`src/rtl/riscv_test_monitor_if.sv`:
```
// Register-file write-back port as seen by the test monitor.
// wb_en qualifies wb_addr/wb_data for one cycle; there is no backpressure, so no ready.
interface riscv_test_monitor_if;
  logic        wb_en;
  logic [4:0]  wb_addr;
  logic [31:0] wb_data;

  modport master (output wb_en, wb_addr, wb_data);
  modport slave  (input  wb_en, wb_addr, wb_data);
endinterface

```
`src/rtl/riscv_test_monitor.sv`:
```
// Pass/fail monitor for riscv-tests: shadows x3/x26/x27 from write-back and
// reports done/pass/fail/timeout with the failing test number and run length.
module riscv_test_monitor #(
  parameter int unsigned SETTLE_CYCLES  = 20,
  parameter logic [31:0] TIMEOUT_CYCLES = 32'd200000,
  parameter int          CNT_W          = 32
) (
  input  logic                   clk,
  input  logic                   reset,
  input  logic                   clear,
  riscv_test_monitor_if.slave    wb,
  output logic                   done,
  output logic                   pass,
  output logic                   fail,
  output logic                   timeout,
  output logic [31:0]            fail_testnum,
  output logic [CNT_W-1:0]       cycle_count,
  output logic [2:0]             dbg_state
);

  localparam logic [2:0] ST_RUN     = 3'd0;
  localparam logic [2:0] ST_SETTLE  = 3'd1;
  localparam logic [2:0] ST_PASS    = 3'd2;
  localparam logic [2:0] ST_FAIL    = 3'd3;
  localparam logic [2:0] ST_TIMEOUT = 3'd4;

  logic [2:0]  state_q, state_d;
  logic [31:0] x3_q, x26_q, x27_q;
  logic [31:0] x3_nxt, x26_nxt, x27_nxt;
  logic [16:0] settle_q;
  logic [31:0] tcnt_q;
  logic        x26_hit, timeout_hit, settle_last, terminal_d;

  // Post-update shadow values: same-cycle writes count for detection and sampling.
  always_comb begin
    x3_nxt  = x3_q;
    x26_nxt = x26_q;
    x27_nxt = x27_q;
    if (wb.wb_en) begin
      case (wb.wb_addr)
        5'd3:    x3_nxt  = wb.wb_data;
        5'd26:   x26_nxt = wb.wb_data;
        5'd27:   x27_nxt = wb.wb_data;
        default: ;
      endcase
    end
  end

  assign x26_hit     = (x26_nxt == 32'd1);
  assign timeout_hit = (TIMEOUT_CYCLES != 32'd0) && (tcnt_q == TIMEOUT_CYCLES - 32'd1);
  assign settle_last = (settle_q == 17'(SETTLE_CYCLES));

  always_comb begin
    state_d = state_q;
    case (state_q)
      ST_RUN: begin
        if (x26_hit)          state_d = ST_SETTLE;
        else if (timeout_hit) state_d = ST_TIMEOUT;
      end
      ST_SETTLE: begin
        if (settle_last) state_d = (x27_nxt == 32'd1) ? ST_PASS : ST_FAIL;
      end
      default: ;
    endcase
  end

  assign terminal_d = (state_d == ST_PASS) || (state_d == ST_FAIL) || (state_d == ST_TIMEOUT);

  always_ff @(posedge clk) begin
    if (!reset || clear) begin
      state_q      <= ST_RUN;
      x3_q         <= '0;
      x26_q        <= '0;
      x27_q        <= '0;
      settle_q     <= '0;
      tcnt_q       <= '0;
      done         <= 1'b0;
      pass         <= 1'b0;
      fail         <= 1'b0;
      timeout      <= 1'b0;
      fail_testnum <= '0;
      cycle_count  <= '0;
    end else begin
      state_q <= state_d;
      if (!done) begin
        x3_q  <= x3_nxt;
        x26_q <= x26_nxt;
        x27_q <= x27_nxt;
        if (cycle_count != {CNT_W{1'b1}}) cycle_count <= cycle_count + CNT_W'(1);
      end
      if (state_q == ST_RUN) begin
        settle_q <= '0;
        if (tcnt_q != 32'hFFFF_FFFF) tcnt_q <= tcnt_q + 32'd1;
      end else if (state_q == ST_SETTLE) begin
        settle_q <= settle_q + 17'd1;
      end
      // Outputs latch once, on the edge the FSM enters a terminal state.
      if (!done && terminal_d) begin
        done         <= 1'b1;
        pass         <= (state_d == ST_PASS);
        fail         <= (state_d == ST_FAIL);
        timeout      <= (state_d == ST_TIMEOUT);
        fail_testnum <= x3_nxt;
      end
    end
  end

  assign dbg_state = state_q;

endmodule

```
`src/flat_wrapper.sv`:
```
// flat-port wrapper written by rule: the top's interface ports become plain ports
module riscv_test_monitor_flat 
#(
  parameter int unsigned SETTLE_CYCLES  = 20,
  parameter logic [31:0] TIMEOUT_CYCLES = 32'd200000,
  parameter int          CNT_W          = 32
)
  (clk, reset, clear, done, pass, fail, timeout, fail_testnum, cycle_count, dbg_state, wb_wb_en, wb_wb_addr, wb_wb_data);
  riscv_test_monitor_if wb_i ();
  input  logic clk;
  input  logic reset;
  input  logic clear;
  output logic done;
  output logic pass;
  output logic fail;
  output logic timeout;
  output logic [31:0] fail_testnum;
  output logic [CNT_W-1:0] cycle_count;
  output logic [2:0] dbg_state;
  input wire logic [$bits(wb_i.wb_en)-1:0] wb_wb_en;
  input wire logic [$bits(wb_i.wb_addr)-1:0] wb_wb_addr;
  input wire logic [$bits(wb_i.wb_data)-1:0] wb_wb_data;
  assign wb_i.wb_en = wb_wb_en;
  assign wb_i.wb_addr = wb_wb_addr;
  assign wb_i.wb_data = wb_wb_data;
  riscv_test_monitor #(.SETTLE_CYCLES(SETTLE_CYCLES), .TIMEOUT_CYCLES(TIMEOUT_CYCLES), .CNT_W(CNT_W)) u_core (.clk(clk), .reset(reset), .clear(clear), .wb(wb_i), .done(done), .pass(pass), .fail(fail), .timeout(timeout), .fail_testnum(fail_testnum), .cycle_count(cycle_count), .dbg_state(dbg_state));
endmodule
```
`config.mk`:
```
export PLATFORM = sky130hd
export DESIGN_NAME = riscv_test_monitor_flat
export DESIGN_NICKNAME = d
export VERILOG_FILES = /design/src/rtl/riscv_test_monitor_if.sv /design/src/rtl/riscv_test_monitor.sv /design/src/flat_wrapper.sv
export SDC_FILE = /design/constraint.sdc
export NUM_CORES = 1
export LEC_CHECK = 0
export BUFFER_PORTS_ARGS = -buffer_cell sky130_fd_sc_hd__buf_2
export CAP_MARGIN = 20
export CORE_MARGIN = 3
export CORE_UTILIZATION = 63
export DETAILED_ROUTE_END_ITERATION = 7
export PLACE_DENSITY = 0.84
export SYNTH_ARGS = -nofsm -noshare
export SYNTH_HDL_FRONTEND = slang
export SYNTH_SLANG_ARGS = --single-unit
```
`constraint.sdc`:
```
create_clock -name clk -period 5.45 [get_ports clk]
set_input_delay 0.2725 -clock clk [delete_from_list [all_inputs] [get_ports clk]]
set_output_delay 0.2725 -clock clk [all_outputs]
set_load 0.01 [all_outputs]
```
==> flow_summary.toml <==
[sta]
worst_pin_slew_ns = 1.02
setup_viol = 0
fin_crit_ns = 3.09
maxSlewViolCount = 0
relSlewSlack_pct = 31.2
fin_ws_ns = 2.36
grt_setup_unrepaired = "no"
finClkSkew_ns = 0.0264
setup-tns-final_ns = 0
period_share_pct = 56.6
hold_violations = 0
clock.fmax_mhz = 324

[logic_synthesis]
synth-edff-count = 0
ys_seq_area_share_pct = 46.3
synth_adder_area_share_pct = 0.536
synth_xor_area_share_pct = 5.34
ys_ff_latch = 216
synth_fp_nets = 1154
synth_compound_area_share_pct = 12.8
synth.area.mux_share_pct = 3.75
ys.warnings.count = 0
synthArstFlopShare_pct = 0
netlist_area_um2 = 9340
yosys.area_share.simple_pct = 27.2
ys_types = 55
synth_flop_cell = "dfxtp_1"
synth_top_family_by_area = "simple AND/OR/NAND/NOR gates"
syn_inst = 1109
syn_area_per_cell_um2 = 8.43

[critical_path]
reg2reg_depth = 6
crit_buf_inv = 0
regToRegSetupSlack_ns = 2.36
crit_start = "u_core.tcnt_q[22]"
crit_required_ns = 5.89
r2r-start = "u_core.tcnt_q[22]"
worst_path_max_delay_cell = "a21oi_4"
crit_cells = 6
critical_path.startpoint_type = "flop"
worstPathArrival_ns = 3.52
worst-setup-path-type = "reg -> reg"
rr_endpoint = "u_core.fail_testnum[21]"
cpPeakStageDelay_ns = 0.80
critical_path.top_delay_family = "simple AND/OR/NAND/NOR gates"
crit_chain = "nor4_1 > nand3_1 > or4_1 > or4_4 > a21oi_4 > o221a_1"
critPathMaxFanout = 32
endpoint_kind = "flop"

[detailed_routing]
drtIter0Drc = 716
viasPerCell = 6.05
wirelength_mm = 23.3
firstDrtPassIters = 5
drt-wirelength-per-cell_um = 16.7
drc = 0
num_vias = 8406
ant_nets = 0

[placement]
portBuffers = 111
place_ws_ns = 2.54
hpwlAfterDp_mm = 14.6
dp.cells = 1349
gp_congestion = 0.830

[min_path]
hold_end = "u_core.x3_q[18]"
hold_path.class = "in -> reg"
whs_path_depth = 3
hold_start = "wb_wb_data[18]"

[clocking]
cts_resized = 0
postCtsSetupBuffers = 0
clockBufferDepth = 3
cts_max_level = 1
cts_inserted_buffers = 22
clkTransAtPathRegs_ns = 0.06
cts_tree = "done"
worstSkewPairLatency_ns = 0.52
hold_buffers = 0
clock_sinks = 216
clockRootBuffer = "clkbuf_16"

[global_routing]
antenna_found_initial = 0
grt_pass1_vias = 7694
grt_pass1_wl_mm = 37.8
grt_max_degree = 111
grt_overflow = 0
track_usage_pct = 27.4

[pwr]
clockPowerShare_pct = 48.5
ir_drop_mv = 0.276
power.total_w = 0.00325
leakagePower_nw = 3.90
pwr-share-comb_pct = 2.8
swShare_pct = 21.2
power_density_nw_per_um2 = 303
sequentialPowerShare_pct = 48.7
p_switching_w = 0.000690
internal_power_w = 0.00256

[floorplan]
start_util_pct = 65.8
die_w_um = 128
die_area_um2 = 16300
std_cell_rows = 43
io_pins = 112
die_h_um = 128
core_um2 = 14200

[cells_and_area]
final_util_pct = 75.6
syn_to_final_growth_pct = 14.9
fillers = 1062
final_nets = 1240
drive_above_1_share_pct = 15.0
layoutNonFillerInstCount = 1390
n_antenna_cell = 0

[outcome]
outcome = "finished clean"

[job]
drv_cap = 0
through the flow:
step	cell area (um2)	hold WS [ns]
after floorplan	9340	0.408
after global routing	10700	0.0502
after CTS	10700	0.0313
after detailed placement	9920	0.443
final	10700	0.0437
after global placement	9920	0.439
state kept, by name, summed over array words and instances (netlist names), 3 cells and up:
name                 flops
u_core.x27_q            32
u_core.dbg_state         3
u_core.fail_testnum     32
u_core.settle_q         17
u_core.tcnt_q           32
u_core.x26_q            32
u_core.x3_q             32
u_core.cycle_count      32
cells in the final DEF, fill, tap and decap left out, types with 9 or more instances in the layout:
master and instances:
mux2i_1 35, buf_4 12, nand3_1 33, nand4_1 28, dfxtp_1 216, or3_1 19, buf_2 111, nand2_1 264
and3_1 11, xor2_1 34, xnor2_1 23, and4_1 9, nor4_1 32, o221a_1 30, and2_1 9, a21oi_1 121
nor3_1 18, nor2_1 70, clkbuf_16 22, inv_1 13, o21ai_0 20
worst max-delay path by stage:
stage	end	slack, ns
5_1_grt	u_core.fail_testnum[22]	2.26
6_report	u_core.fail_testnum[21]	2.36
3_3_place_gp	u_core.fail_testnum[7]	2.60
4_1_cts	u_core.fail_testnum[21]	2.41
2_1_floorplan	u_core.fail_testnum[8]	3.26
3_5_place_dp	u_core.fail_testnum[3]	2.54
worst register-to-register path: stages, from the launching register on:
cell and delay (ns):
dfxtp_1 0.35, nor4_1 0.39, nand3_1 0.15, or4_1 0.53
or4_4 0.47, a21oi_4 0.81, o221a_1 0.32
cells by family after synthesis:
| family | count (synthesis) |
|---|---|
| AND/OR/NAND/NOR | 533 |
| flip-flops | 216 |
| AO/OA/AOI/OAI | 188 |
| buffers and inverters | 76 |
| XOR/XNOR | 57 |
| multiplexers | 35 |
| adder cells (fa/ha/maj) | 4 |
cell usage after synthesis (2+ instances only):
master / number / area [um2]
a21oi_1: 122 / 611
dfxtp_1: 216 / 4320
nor4b_1: 8 / 70.1
nand3_1: 33 / 165
or4_1: 4 / 30.0
buf_2: 4 / 20.0
and3_1: 11 / 68.8
nand4_1: 28 / 175
o221a_1: 30 / 338
xor2_1: 34 / 298
nor2b_1: 2 / 12.5
nor3_1: 19 / 95.1
nor4_2: 2 / 25.0
nor4_1: 34 / 213
mux2i_1: 35 / 350
o221a_2: 2 / 22.5
buf_6: 7 / 78.8
nand2_1: 264 / 991
ha_1: 4 / 50.1
o21ai_0: 20 / 100
dlygate4sd3_1: 5 / 50.1
o31ai_1: 3 / 22.5
or3_1: 19 / 119
o211ai_1: 2 / 15.0
or2_2: 2 / 12.5
xnor2_1: 23 / 201
inv_1: 13 / 48.8
clkbuf_1: 45 / 169
nand4b_1: 5 / 43.8
and4_1: 9 / 78.8
nor2_1: 72 / 270
and2_1: 9 / 56.3
layer usage:
metal,routed length (um),global-route usage (%)
met1,10300,37.9
met5,0,0
met2,10800,44.1
met4,754,9.36
met3,1350,4.13
cell type report:
class	count	area, um2	area share, %
clock buffer	30	631	5.87
clock inverter	9	134	1.25
inverter	13	48.8	0.454
multi-input combinational	817	4680	43.5
sequential	216	4320	40.3
tap	180	225	2.10
timing repair buffer	125	701	6.52
power by group through the flow:
stage / clock network, W / registers (W) / logic (W)
detailed placement: 0 / 0.00162 / 0.0000840
global route: 0.00165 / 0.00158 / 0.0000953
floorplan: 0 / 0.00162 / 0.0000395
global placement: 0 / 0.00162 / 0.0000837
finish: 0.00158 / 0.00158 / 0.0000898
CTS: 0.00159 / 0.00158 / 0.0000849
No activity file was read; power rests on OpenSTA's default activity.
